`config.mk`:
```
export PLATFORM = sky130hd
export DESIGN_NAME = serial_deserializer_flat
export DESIGN_NICKNAME = d
export VERILOG_FILES = /design/src/rtl/deser_pkg.sv /design/src/rtl/serial_deserializer_if.sv /design/src/rtl/deser_bit_counter.sv /design/src/rtl/serial_deserializer.sv /design/src/flat_wrapper.sv
export SDC_FILE = /design/constraint.sdc
export NUM_CORES = 1
export LEC_CHECK = 0
export ABC_AREA = 0
export CORE_ASPECT_RATIO = 1.5
export CORE_MARGIN = 1.5
export CORE_UTILIZATION = 40
export CTS_CLUSTER_SIZE = 20
export DETAILED_ROUTE_END_ITERATION = 12
export GPL_TIMING_DRIVEN = 0
export PLACE_DENSITY = 0.65
export SKIP_CTS_REPAIR_TIMING = 1
export SLEW_MARGIN = 20
export SYNTH_ARGS = -nofsm -noshare
export SYNTH_HDL_FRONTEND = slang
export SYNTH_SLANG_ARGS = --single-unit
export TNS_END_PERCENT = 5
```
`constraint.sdc`:
```
create_clock -name clock -period 1.7 [get_ports clock]
set_input_delay 0.34 -clock clock [delete_from_list [all_inputs] [get_ports clock]]
set_output_delay 0.34 -clock clock [all_outputs]
set_load 0.005 [all_outputs]
```
`src/rtl/deser_pkg.sv`:
```
// Shared types and constants for the serial deserializer slice.
package deser_pkg;

    localparam int DESER_WIDTH = 16;

    typedef enum logic {IDLE, SHIFT} deser_state_t;

endpackage

```
`src/rtl/serial_deserializer_if.sv`:
```
// Bundle of the serial link, handshake and parallel word signals of the deserializer.
// The master side drives the link and ack; the slave side is the deserializer itself.
interface serial_deserializer_if #(parameter int WIDTH = deser_pkg::DESER_WIDTH);

    logic             start;
    logic             serial_in;
    logic             ack;
    logic [WIDTH-1:0] data_out;
    logic             valid;
    logic             busy;
    logic             overrun;

    modport master (
        output start, serial_in, ack,
        input  data_out, valid, busy, overrun
    );

    modport slave (
        input  start, serial_in, ack,
        output data_out, valid, busy, overrun
    );

endinterface

```
`src/rtl/deser_bit_counter.sv`:
```
// Bit position counter for a frame: clear, load-one and increment, with a flag at the last bit.
// clear has priority over load_one, which has priority over incr.
module deser_bit_counter #(
    parameter int WIDTH = 16
) (
    input  logic clock,
    input  logic reset,
    input  logic clear,
    input  logic load_one,
    input  logic incr,
    output logic terminal
);

    localparam int CW = $clog2(WIDTH);

    logic [CW-1:0] count_q;
    logic [CW-1:0] count_d;

    always_comb begin
        count_d = count_q;
        if (clear) begin
            count_d = '0;
        end else if (load_one) begin
            count_d = CW'(1);
        end else if (incr) begin
            count_d = count_q + CW'(1);
        end
    end

    always_ff @(posedge clock) begin
        if (reset) begin
            count_q <= '0;
        end else begin
            count_q <= count_d;
        end
    end

    assign terminal = (count_q == CW'(WIDTH - 1));

endmodule

```
`src/rtl/serial_deserializer.sv`:
```
// MSB-first serial-to-parallel receiver; a start strobe marks the first bit of each frame.
// Define DESER_HANDSHAKE_EN to hold valid until ack and to flag overrun on unacked frames.
module serial_deserializer
    import deser_pkg::*;
#(
    parameter int WIDTH = DESER_WIDTH
) (
    input  logic                  clock,
    input  logic                  reset,
    serial_deserializer_if.slave  bus
);

    deser_state_t     state_q, state_d;
    logic [WIDTH-1:0] shreg_q, shreg_d;
    logic [WIDTH-1:0] data_q, data_d;
    logic             valid_q, valid_d;
    logic             overrun_q, overrun_d;
    logic [WIDTH-1:0] shifted;
    logic             cnt_clear, cnt_load_one, cnt_incr, cnt_terminal;

    deser_bit_counter #(.WIDTH(WIDTH)) u_counter (
        .clock    (clock),
        .reset    (reset),
        .clear    (cnt_clear),
        .load_one (cnt_load_one),
        .incr     (cnt_incr),
        .terminal (cnt_terminal)
    );

    assign shifted = {shreg_q[WIDTH-2:0], bus.serial_in};

    always_comb begin
        state_d      = state_q;
        shreg_d      = shreg_q;
        data_d       = data_q;
        overrun_d    = overrun_q;
        cnt_clear    = 1'b0;
        cnt_load_one = 1'b0;
        cnt_incr     = 1'b0;
`ifdef DESER_HANDSHAKE_EN
        valid_d      = bus.ack ? 1'b0 : valid_q;
`else
        valid_d      = 1'b0;
`endif
        case (state_q)
            IDLE: begin
                if (bus.start) begin
                    shreg_d      = shifted;
                    cnt_load_one = 1'b1;
                    state_d      = SHIFT;
                end
            end
            SHIFT: begin
                shreg_d = shifted;
                // A start inside a frame re-aligns on the current bit, even on the last-bit cycle.
                if (bus.start) begin
                    cnt_load_one = 1'b1;
                end else if (cnt_terminal) begin
                    data_d    = shifted;
                    valid_d   = 1'b1;
                    cnt_clear = 1'b1;
                    state_d   = IDLE;
`ifdef DESER_HANDSHAKE_EN
                    if (valid_q && !bus.ack) begin
                        overrun_d = 1'b1;
                    end
`endif
                end else begin
                    cnt_incr = 1'b1;
                end
            end
            default: state_d = IDLE;
        endcase
    end

    always_ff @(posedge clock) begin
        if (reset) begin
            state_q   <= IDLE;
            shreg_q   <= '0;
            data_q    <= '0;
            valid_q   <= 1'b0;
            overrun_q <= 1'b0;
        end else begin
            state_q   <= state_d;
            shreg_q   <= shreg_d;
            data_q    <= data_d;
            valid_q   <= valid_d;
            overrun_q <= overrun_d;
        end
    end

    assign bus.data_out = data_q;
    assign bus.valid    = valid_q;
    assign bus.busy     = (state_q == SHIFT);
    assign bus.overrun  = overrun_q;

endmodule

```
`src/flat_wrapper.sv`:
```
// flat-port wrapper written by rule: the top's interface ports become plain ports
module serial_deserializer_flat import deser_pkg::*;
#(
    parameter int WIDTH = DESER_WIDTH
)
  (clock, reset, bus_start, bus_serial_in, bus_ack, bus_data_out, bus_valid, bus_busy, bus_overrun);
  serial_deserializer_if #(.WIDTH(WIDTH)) bus_i ();
  input  logic clock;
  input  logic reset;
  input wire logic [$bits(bus_i.start)-1:0] bus_start;
  input wire logic [$bits(bus_i.serial_in)-1:0] bus_serial_in;
  input wire logic [$bits(bus_i.ack)-1:0] bus_ack;
  output wire logic [$bits(bus_i.data_out)-1:0] bus_data_out;
  output wire logic [$bits(bus_i.valid)-1:0] bus_valid;
  output wire logic [$bits(bus_i.busy)-1:0] bus_busy;
  output wire logic [$bits(bus_i.overrun)-1:0] bus_overrun;
  assign bus_i.start = bus_start;
  assign bus_i.serial_in = bus_serial_in;
  assign bus_i.ack = bus_ack;
  assign bus_data_out = bus_i.data_out;
  assign bus_valid = bus_i.valid;
  assign bus_busy = bus_i.busy;
  assign bus_overrun = bus_i.overrun;
  serial_deserializer #(.WIDTH(WIDTH)) u_core (.clock(clock), .reset(reset), .bus(bus_i));
endmodule
```
; Word-level counts from Yosys, hierarchy flattened
; Index checks and enable logic that the tools add are counted.
[classes]
muxes = 13
n_eq_ne = 2
add_sub_neg = 1
reduce_logical = 4
bitwise_logic = 2
[ops]
columns = cell, count
row1 = $pmux 15 s2, 1
row2 = $mux 15, 1
row3 = $mux 1, 10
row4 = $add 4x1->4 const B, 1
row5 = $eq 4x4->1 const B, 1
row6 = $reduce_and 3->1, 1
row7 = $reduce_or 3->1, 1
row8 = $ne 2x2->1 const B, 1
row9 = $not 1->1, 2
row10 = $pmux 1 s2, 1
row11 = $reduce_bool 2->1, 1
row12 = $reduce_or 2->1, 1
[totals]
output_inout_bits = 19
reg_bits = 37

; Logic depth before layout (Yosys ltp)
; Gate-level depths: netlist (run 1).
[depth]
ltp_word = 6
mapped_depth = 6

; Cells and area by module
; From an unflattened synthesis (run 1), not the netlist that was laid out.
[unflattened]
hier_cells = 166
area_unflattened_um2 = 1615.3
[modules_own_cells]
columns = module, instances, cells_per_inst, area_each_um2
row1 = serial_deserializer, 1, 147, 1421.4
row2 = deser_bit_counter, 1, 19, 193.9

; Worst setup path before layout (run 1)
; No wires, ideal clock.
[synth_path]
path_kind = flip-flop to flip-flop
from = register u_core.u_counter.count_q[0]
to = register u_core.data_q[0] (netlist: u_core.bus.data_out[0])
stages_incl_launch_ff = 6
arrival_time_ps = 1386
required_ps = 1643
synth_period_minus_slack_ps = 1443
slack_ps = 257
path_cell_list = dfxtp_1 > ha_1 > and4_1 > nor3b_4 > buf_6 > a22o_2
[synth_via]
elab_chain_len = 2
[synth_rtl]
columns = item, line_no
row1 = "start, declared", deser_bit_counter.sv:16  ; logic [CW-1:0] count_q;
row2 = "start signal, assigned", deser_bit_counter.sv:34  ; count_q <= count_d;
row3 = $eq 4x4->1, deser_bit_counter.sv:38  ; assign terminal = (count_q == CW'(WIDTH - 1));
row4 = $reduce_and 3->1 (no source line), n/a
row5 = "end signal, assigned", serial_deserializer.sv:86  ; data_q <= data_d;
row6 = "end, declared", serial_deserializer.sv:15  ; logic [WIDTH-1:0] data_q, data_d;
; No other way between the ends.
; A chain may end at the register's enable or synchronous reset.

; Worst setup path after layout (run 1)
; Same ends and word-level chain as after synthesis.

==> out/metrics.yaml, run 1 <==
run_status:
  status: "finished, final reports clean"
route:
  drc_errors: 0
  viasPerCell: 5.01
  dr.pass1.iters: 4
  ant_nets: 0
  routed-via-count: 1012
  dr.first_iter.drc_count: 32
  post_drt_wl_per_cell_um: 11.6
  routed_wl_mm: 2.35
sta:
  finClkSkew_ps: 6.06
  grt_setup_unrepaired: "false"
  post-route-period-util: 0.922
  drv_slew: 0
  tns_ps: 0
  setup_violations: 0
  finalCriticalPeriod_ps: 1570
  max_freq_mhz: 638
  finalHoldViolations: 0
worst_setup_path:
  path_class: "flip-flop to flip-flop"
  r2r_start: "u_core.u_counter.count_q[0]"
  reg2reg_slack_ps: 130
  required_ps: 1930
  arrival_ps: 1800
  ff2ff_path_depth: 5
  critPathCaptureType: "flip-flop"
  path_max_fanout: 10
  startpoint_type: "flip-flop"
  worstReg2RegEnd: "u_core.bus.data_out[0]"
min_path:
  min_to: "u_core.u_counter.count_q[2]"
  hold_path_startpoint: "bus_start"
  hold_path_depth: 2
  min_path_type: "primary input to flip-flop"
synth:
  synth_compound_area_frac: 0.215
  synthXorXnorAreaFrac: 0.00665
  syn_avg_cell_area_um2: 9.97
  ys_top_cells_by_area: "dfxtp_1 56%, a22o_2 11%, nand2_1 8.8%"
  yosys_warnings: 0
  synth-edff-count: 0
  synth_top_family_by_area: "compound AO/OA/AOI/OAI gates"
  yosys.area_share.adder: 0.00951
  synth_flop_cell: "dfxtp_1"
  yosysMostFrequentCell: "dfxtp_1"
  synth_mux_area_frac: 0
  syn_inst: 132
  synth_seq_cells: 37
  synth-simple-area-share: 0.147
  ys_seq_area_frac: 0.563
  synth_fp_nets: 138
  synth_area_leader_cell: "dfxtp_1"
  postSynth.asyncResetShare: 0
  yosysUniqueCellTypes: 27
  synth_top_area_frac: 0.563
  netlist_area_um2: 1320
  synth_common_cells: "37 x dfxtp_1, 31 x nand2_1, 17 x a21oi_1"
die:
  ios: 24
  initial_core_util: 0.417
  num_rows: 25
  core_um2: 3160
  die_x_um: 49.8
  die-area_um2: 3650
  die_h_um: 73.3
clocking:
  clock_sinks: 37
  clockBufferDepth: 2
  cts_max_level: 2
  clkLatencyLatePin_ps: 280
  cts_tree: "yes"
  clkTransAtPathRegs_ps: 70
  root_buffer: "clkbuf_8"
  cts_buffers: 5
power:
  p_seq_frac: 0.580
  powerDensity_nw_per_um2: 914
  peakVddDrop_v: 0.000549
  clkPwrFrac: 0.372
  total_leakage_power_nw: 0.606
  power.switching_uw: 336
  combPwrFrac: 0.048
  p_sw_frac: 0.221
  p_int_mw: 1.19
  total_power_mw: 1.52
grt:
  grt_antenna_before_repair: 0
  grt_start_max_net_pins: 12
  grt_pass1_vias: 905
  grt_pass1_wl_mm: 3.93
  grt_usage: 0.142
  grt_overflow: 0
place:
  dpl.hpwl_mm: 1.70
  port_buffers: 20
  gp_congestion: 0.721
cells_and_area:
  drive_above_1_share: 0.204
  area_growth_pct: 26.4
  fill_cells: 292
  diodes: 0
  fin_nets: 167
job:
  maxCapViolCount: 0
[per-layer routing]
| layer | track usage | up-vias | routed length [um] |
|---|---|---|---|
| met5 | 0 | - | 0 |
| met4 | 0.0741 | 0 | 39 |
| met3 | 0.0488 | 5 | 117 |
| met2 | 0.231 | 25 | 1150 |
| met1 | 0.164 | 465 | 1040 |
| li1 | - | 517 | - |
[worst max-delay path by stage]
stage,start,endpoint,cells after the start
6_report,u_core.u_counter.count_q[0],u_core.bus.data_out[0],5
5_1_grt,u_core.u_counter.count_q[0],u_core.bus.data_out[0],5
4_1_cts,u_core.u_counter.count_q[0],u_core.bus.data_out[14],5
3_5_place_dp,u_core.u_counter.count_q[0],u_core.bus.data_out[14],5
3_3_place_gp,reset,u_core.bus.data_out[2],4
2_1_floorplan,u_core.u_counter.count_q[0],u_core.bus.data_out[0],5
[cells in the final DEF (no fill, tap or decap)]
| master | n |
|---|---|
| clkinv_2 | 2 |
| clkbuf_8 | 6 |
| conb_1 | 1 |
| clkbuf_1 | 4 |
| a41oi_1 | 1 |
| a21oi_1 | 17 |
| or2_2 | 1 |
| a22o_2 | 14 |
| nor3_1 | 2 |
| a31oi_1 | 1 |
| ha_1 | 1 |
| nand3_1 | 2 |
| a311oi_1 | 1 |
| clkdlybuf4s50_1 | 20 |
| inv_1 | 1 |
| a211oi_1 | 1 |
| a22o_1 | 2 |
| nor4_1 | 1 |
| and4_1 | 1 |
| nand2_1 | 31 |
| dfxtp_1 | 37 |
| buf_2 | 3 |
| buf_4 | 3 |
| nor3b_4 | 1 |
| nor2b_1 | 1 |
| buf_6 | 2 |
| a21oi_2 | 1 |
| xor2_1 | 1 |
| nor2_1 | 3 |
[critical path, stage by stage, from the launching register on]
cell and delay, ps:
dfxtp_1 350, ha_1 250, and4_1 220, a21oi_2 350
buf_6 200, a22o_2 140
[metrics by stage]
step	std cells	hold slack (ps)	setup slack (ps)	area, um2	util
after floorplan	132	431	257	1320	-
after global placement	192	443	58.4	1570	0.496
after detailed placement	192	452	51.7	1570	0.496
after CTS	200	289	21.5	1650	0.522
after global routing	202	298	29.9	1660	0.527
final	202	295	133	1660	0.527
[final cells by class]
cell class,count,area [um2],share of cell area
Sequential cell,37,741,0.445
Multi-Input combinational cell,84,502,0.302
Timing Repair Buffer,22,215,0.129
Clock buffer,6,72.6,0.0436
Buffer,10,70.1,0.0421
Tap cell,40,50.0,0.0301
Clock inverter,2,10.0,0.00602
Inverter,1,3.75,0.00226
[power groups by stage]
stage	clock [mW]	combinational, mW	sequential, mW
detailed placement	0	0.0740	0.902
CTS	0.587	0.0737	0.882
floorplan	0	0.0506	0.900
global placement	0	0.0719	0.901
global route	0.622	0.0807	0.883
finish	0.566	0.0727	0.883
[registers in the layout (all words and copies together), names as in the netlist]
signal	count
u_core.bus.busy	1
u_core.bus.data_out	16
u_core.bus.valid	1
u_core.shreg_q	15
u_core.u_counter.count_q	4
[cells by family (layout without fill, tap and decap cells)]
| group | Yosys count | in the layout |
|---|---|---|
| compound gates | 38 | 38 |
| xor+xnor | 1 | 1 |
| fa+ha+maj | 1 | 1 |
| buf+inv | 11 | 41 |
| flops | 37 | 37 |
| other cells | 1 | 1 |
| simple gates | 43 | 43 |
No activity file was read; power rests on OpenSTA's default activity.
==> inputs of run 2 (changes only) <==
CORE_ASPECT_RATIO = 0.5   (was 1.5)
==> run 2 against run 1 <==
Count of clock-buffer cells in the layout did not move. Die area rose by 0.39%. Flip-flop and latch count stayed put. Fmax shrank 0.21%. Setup slack worse by 3.3 ps. Cell area fell by 0.45%. Via count shrank 0.59%. Critical path depth did not move. Sequential share of layout area is 0.20 points higher. Sequential power about the same. Critical endpoint is now u_core.bus.data_out[2]. Largest cell class unchanged. Largest power group unchanged.
==> out/metrics.yaml, run 2 (synthesis results as in run 1) <==
run_status:
  status: "finished, final reports clean"  # unchanged
sta:
  drv_slew: 0  # unchanged
  finClkSkew_ps: 5.00  # was 6.06 ps
  grt_setup_unrepaired: "false"  # unchanged
  tns_ps: 0  # unchanged
  max_freq_mhz: 637  # was 638 MHz
  finalCriticalPeriod_ps: 1570  # about the same
  finalHoldViolations: 0  # unchanged
  setup_violations: 0  # unchanged
  post-route-period-util: 0.924  # was 0.922
worst_setup_path:
  required_ps: 1930  # about the same
  reg2reg_slack_ps: 130  # about the same
  path_class: "flip-flop to flip-flop"  # unchanged
  ff2ff_path_depth: 5  # unchanged
  worstReg2RegEnd: "u_core.bus.data_out[2]"  # was u_core.bus.data_out[0]
  r2r_start: "u_core.u_counter.count_q[0]"  # unchanged
  arrival_ps: 1800  # about the same
  startpoint_type: "flip-flop"  # unchanged
  path_max_fanout: 10  # unchanged
  critPathCaptureType: "flip-flop"  # unchanged
clocking:
  root_buffer: "clkbuf_8"  # unchanged
  clock_sinks: 37  # unchanged
  clockBufferDepth: 2  # unchanged
  cts_buffers: 5  # unchanged
  cts_max_level: 2  # unchanged
  cts_tree: "yes"  # unchanged
  clkLatencyLatePin_ps: 290  # was 280 ps
  clkTransAtPathRegs_ps: 70  # about the same
grt:
  use_met3: 0.0533  # was 0.0488
  grt_usage: 0.150  # was 0.142
  grt_antenna_before_repair: 0  # unchanged
  grt_overflow: 0  # unchanged
  top_usage_layer: "met2"  # unchanged
  grt_start_max_net_pins: 12  # unchanged
  grt_pass1_vias: 919  # was 905
  gr-usage-met2: 0.227  # was 0.231
  grt_util_met1: 0.193  # was 0.164
  grt_pass1_wl_mm: 4.20  # was 3.93 mm
cells_and_area:
  final_area_um2: 1660  # about the same
  largest_reg_flops: 16  # unchanged
  drive_above_1_share: 0.199  # was 0.204
  fill_cells: 289  # was 292
  area_growth_pct: 25.9  # was 26.4%
  fin_nets: 166  # was 167
  mostFrequentLayoutCells: "37 x dfxtp_1, 31 x nand2_1, 20 x clkdlybuf4s50_1, 17 x a21oi_1, 14 x a22o_2"  # unchanged
  diodes: 0  # unchanged
  mostFrequentLayoutCell: "dfxtp_1"  # unchanged
die:
  die-area_um2: 3660  # was 3650 um2
  die_h_um: 43.6  # was 73.3 um
  num_rows: 14  # was 25
  ios: 24  # unchanged
  core_um2: 3070  # was 3160 um2
  die_x_um: 84.1  # was 49.8 um
  initial_core_util: 0.429  # was 0.417
power:
  total_power_mw: 1.54  # was 1.52 mW
  peakVddDrop_v: 0.000422  # was 0.000549 V
  total_leakage_power_nw: 0.600  # was 0.606 nW
  powerDensity_nw_per_um2: 928  # was 914 nW/um2
place:
  dpl.hpwl_mm: 1.59  # was 1.70 mm
  placed_area_um2: 1570  # unchanged
  port_buffers: 20  # unchanged
  gp_congestion: 0.754  # was 0.721
min_path:
  hold_path_startpoint: "bus_start"  # unchanged
  hold_path_depth: 2  # unchanged
  min_to: "u_core.u_counter.count_q[2]"  # unchanged
  min_path_type: "primary input to flip-flop"  # unchanged
route:
  routed_wl_mm: 2.45  # was 2.35 mm
  viasPerCell: 5.00  # was 5.01
  dr.pass1.iters: 4  # unchanged
  dr.first_iter.drc_count: 32  # unchanged
  ant_nets: 0  # unchanged
  drc_errors: 0  # unchanged
  post_drt_wl_per_cell_um: 12.2  # was 11.6 um
  routed-via-count: 1006  # was 1,012
job:
  maxCapViolCount: 0  # unchanged
[run 2: cell count changes in the layout (fill, tap and decap cells not counted), sizes merged]
cell	before	now
buf	8	7
[run 2: power breakdown]
| group | switching (mW) | leakage [nW] | internal, mW |
|---|---|---|---|
| Combinational | 0.0473 | 0.256 | 0.0270 |
| Sequential | 0.00721 | 0.299 | 0.875 |
| Clock | 0.298 | 0.0450 | 0.284 |
| Total | 0.353 | 0.600 | 1.19 |
[run 2: worst max-delay path, cell delays in order (launching register included)]
cell and delay, ps:
dfxtp_1 350, ha_1 250, and4_1 220, a21oi_2 350, buf_6 210, a22o_2 150
[run 2: layout make-up]
cell class,count,area [um2],area share
flip-flops and latches,37,741,0.447
multi-input cells,84,502,0.303
repair buffers,21,208,0.125
clock buffers,6,72.6,0.0438
plain buffers,10,70.1,0.0423
well taps,40,50.0,0.0302
clock inverters,2,10.0,0.00604
inverters,1,3.75,0.00227
[run 2: worst max path at each step]
stage | endpoint | slack, ps | startpoint
after global routing | u_core.bus.data_out[2] | 0.4 | u_core.u_counter.count_q[0]
after detailed placement | u_core.bus.data_out[5] | 30 | reset
after CTS | u_core.bus.data_out[2] | 30 | u_core.u_counter.count_q[0]
after floorplan | u_core.bus.data_out[0] | 260 | u_core.u_counter.count_q[0]
after global placement | u_core.bus.data_out[2] | 30 | reset
final | u_core.bus.data_out[2] | 130 | u_core.u_counter.count_q[0]
[run 2: stage by stage]
stage,setup WS [ps],cells,utilization,hold WS (ps)
6_report,129,201,0.540,293
5_1_grt,0.435,201,0.540,286
4_1_cts,29.8,200,0.538,288
3_5_place_dp,31.8,192,0.511,449
3_3_place_gp,33.8,192,0.511,443
2_1_floorplan,257,132,-,431
[run 2: routing by layer]
metal	vias up	wire, um
met5	-	0
li1	512	-
met1	461	1240
met2	23	1020
met3	10	125
met4	0	69
==> inputs of run 3 (changes only) <==
CAP_MARGIN = 20   (was not set)
PLACE_DENSITY = not set   (was 0.65)
SLEW_MARGIN = 15   (was 20)
==> run 3 against run 2 <==
Worst hold slack improved by 4.5 ps. Sequential share of layout area is 0.10 points lower. First-iteration DRC count rose by 6.3%. Final cell count is 0.50% lower. Die area unchanged. Setup slack got worse by 27 ps. Largest cell class unchanged. Highest routed layer unchanged.
==> out/metrics.yaml, run 3 (synthesis results as in run 1) <==
run_status:
  status: "finished, final reports clean"  # unchanged
route:
  routed-via-count: 984  # was 1,006
  ant_nets: 0  # unchanged
  routed_wl_mm: 2.44  # was 2.45 mm
  viasPerCell: 4.92  # was 5.00
  drc_errors: 0  # unchanged
  dr.first_iter.drc_count: 34  # was 32
  dr.pass1.iters: 4  # unchanged
  post_drt_wl_per_cell_um: 12.2  # about the same
cells_and_area:
  mostFrequentLayoutCell: "dfxtp_1"  # unchanged
  diodes: 0  # unchanged
  utilization: 0.542  # was 0.540
  mostFrequentLayoutCells: "37 x dfxtp_1, 31 x nand2_1, 20 x clkdlybuf4s50_1, 17 x a21oi_1, 14 x a22o_2"  # unchanged
  fin_nets: 166  # unchanged
  drive_above_1_share: 0.194  # was 0.199
  fill_cells: 280  # was 289
  largest_reg_flops: 16  # unchanged
  area_growth_pct: 26.1  # was 25.9%
  stdcell_count: 200  # was 201
die:
  core_um2: 3070  # unchanged
  die_x_um: 84.1  # unchanged
  die-area_um2: 3660  # unchanged
  num_rows: 14  # unchanged
  die_h_um: 43.6  # unchanged
  ios: 24  # unchanged
  initial_core_util: 0.429  # unchanged
grt:
  grt_start_max_net_pins: 11  # was 12
  grt_usage: 0.145  # was 0.150
  grt_antenna_before_repair: 0  # unchanged
  grt_overflow: 0  # unchanged
  grt_pass1_wl_mm: 4.00  # was 4.20 mm
  grt_pass1_vias: 816  # was 919
worst_setup_path:
  arrival_ps: 1820  # was 1800 ps
  required_ps: 1930  # about the same
  critPathCaptureType: "flip-flop"  # unchanged
  path_max_fanout: 10  # unchanged
  path_class: "flip-flop to flip-flop"  # unchanged
  startpoint_type: "flip-flop"  # unchanged
power:
  clkPwrFrac: 0.383  # was 0.378
  peakVddDrop_v: 0.000611  # was 0.000422 V
  p_seq_frac: 0.569  # was 0.573
  p_sw_frac: 0.211  # was 0.229
  combPwrFrac: 0.048  # about the same
  powerDensity_nw_per_um2: 934  # was 928 nW/um2
  p_int_mw: 1.22  # was 1.19 mW
  power.switching_uw: 327  # was 353 uW
  total_leakage_power_nw: 0.599  # was 0.600 nW
sta:
  drv_slew: 0  # unchanged
  max_freq_mhz: 626  # was 637 MHz
  finClkSkew_ps: 4.35  # was 5.00 ps
  tns_ps: 0  # unchanged
  worst_hold_slack_ps: 298  # was 293 ps
  post-route-period-util: 0.940  # was 0.924
  finalCriticalPeriod_ps: 1600  # was 1570 ps
  setup_violations: 0  # unchanged
  grt_setup_unrepaired: "false"  # unchanged
  finalHoldViolations: 0  # unchanged
min_path:
  min_path_type: "primary input to flip-flop"  # unchanged
place:
  place_inst: 192  # unchanged
  dpl.hpwl_mm: 1.64  # was 1.59 mm
  gp_congestion: 0.787  # was 0.754
  port_buffers: 20  # unchanged
job:
  maxCapViolCount: 0  # unchanged
clocking:
  root_buffer: "clkbuf_8"  # unchanged
  clock_sinks: 37  # unchanged
  cts_tree: "yes"  # unchanged
  cts_max_level: 2  # unchanged
  clkLatencyLatePin_ps: 270  # was 290 ps
  clockBufferDepth: 2  # unchanged
  clkTransAtPathRegs_ps: 70  # about the same
  cts_buffers: 5  # unchanged
==> run 3: cell count changes in the layout (fill, tap and decap cells not counted) <==
cell / delta
clkbuf_8: +1
clkinv_2: -2
==> run 3: worst max-delay path, stage by stage (launching register included) <==
cell	delay [ps]
dfxtp_1	350
ha_1	250
and4_1	230
a21oi_2	360
buf_6	200
a22o_2	150
==> run 3: final timing paths <==
check	start	endpoint	slack [ps]	cells past startpoint
min reg2reg	u_core.shreg_q[14]	u_core.shreg_q[14]	450	2
min	bus_start	u_core.u_counter.count_q[3]	300	2
max	u_core.u_counter.count_q[0]	u_core.bus.data_out[3]	100	5
max reg2reg	u_core.u_counter.count_q[0]	u_core.bus.data_out[3]	100	5
==> run 3: routing by layer <==
metal | GRT usage | routed length, um
met5 | 0 | 0
met4 | 0.0492 | 15
met3 | 0.0705 | 102
met2 | 0.184 | 925
met1 | 0.210 | 1390
==> run 3: final cells by class <==
type	count	area (um2)	share of cell area
timing repair buffer	21	208	0.125
multi-input combinational	84	502	0.302
sequential	37	741	0.446
clock buffer	7	86.3	0.0520
tap	40	50.0	0.0301
inverter	1	3.75	0.00226
buffer	10	70.1	0.0422
==> run 3: power by group through the flow <==
stage	logic [mW]	clock network [mW]	registers [mW]
6_report	0.0743	0.594	0.882
5_1_grt	0.0826	0.668	0.883
4_1_cts	0.0751	0.615	0.882
3_5_place_dp	0.0752	0	0.902
3_3_place_gp	0.0743	0	0.902
2_1_floorplan	0.0506	0	0.900
==> run 3: stage by stage <==
step | area (um2) | setup slack [ps] | power (mW)
3_5_place_dp | 1570 | 6.02 | 0.977
5_1_grt | 1660 | 7.38 | 1.63
4_1_cts | 1650 | -28.3 | 1.57
2_1_floorplan | 1320 | 257 | 0.951
6_report | 1660 | 102 | 1.55
3_3_place_gp | 1570 | 34.9 | 0.976
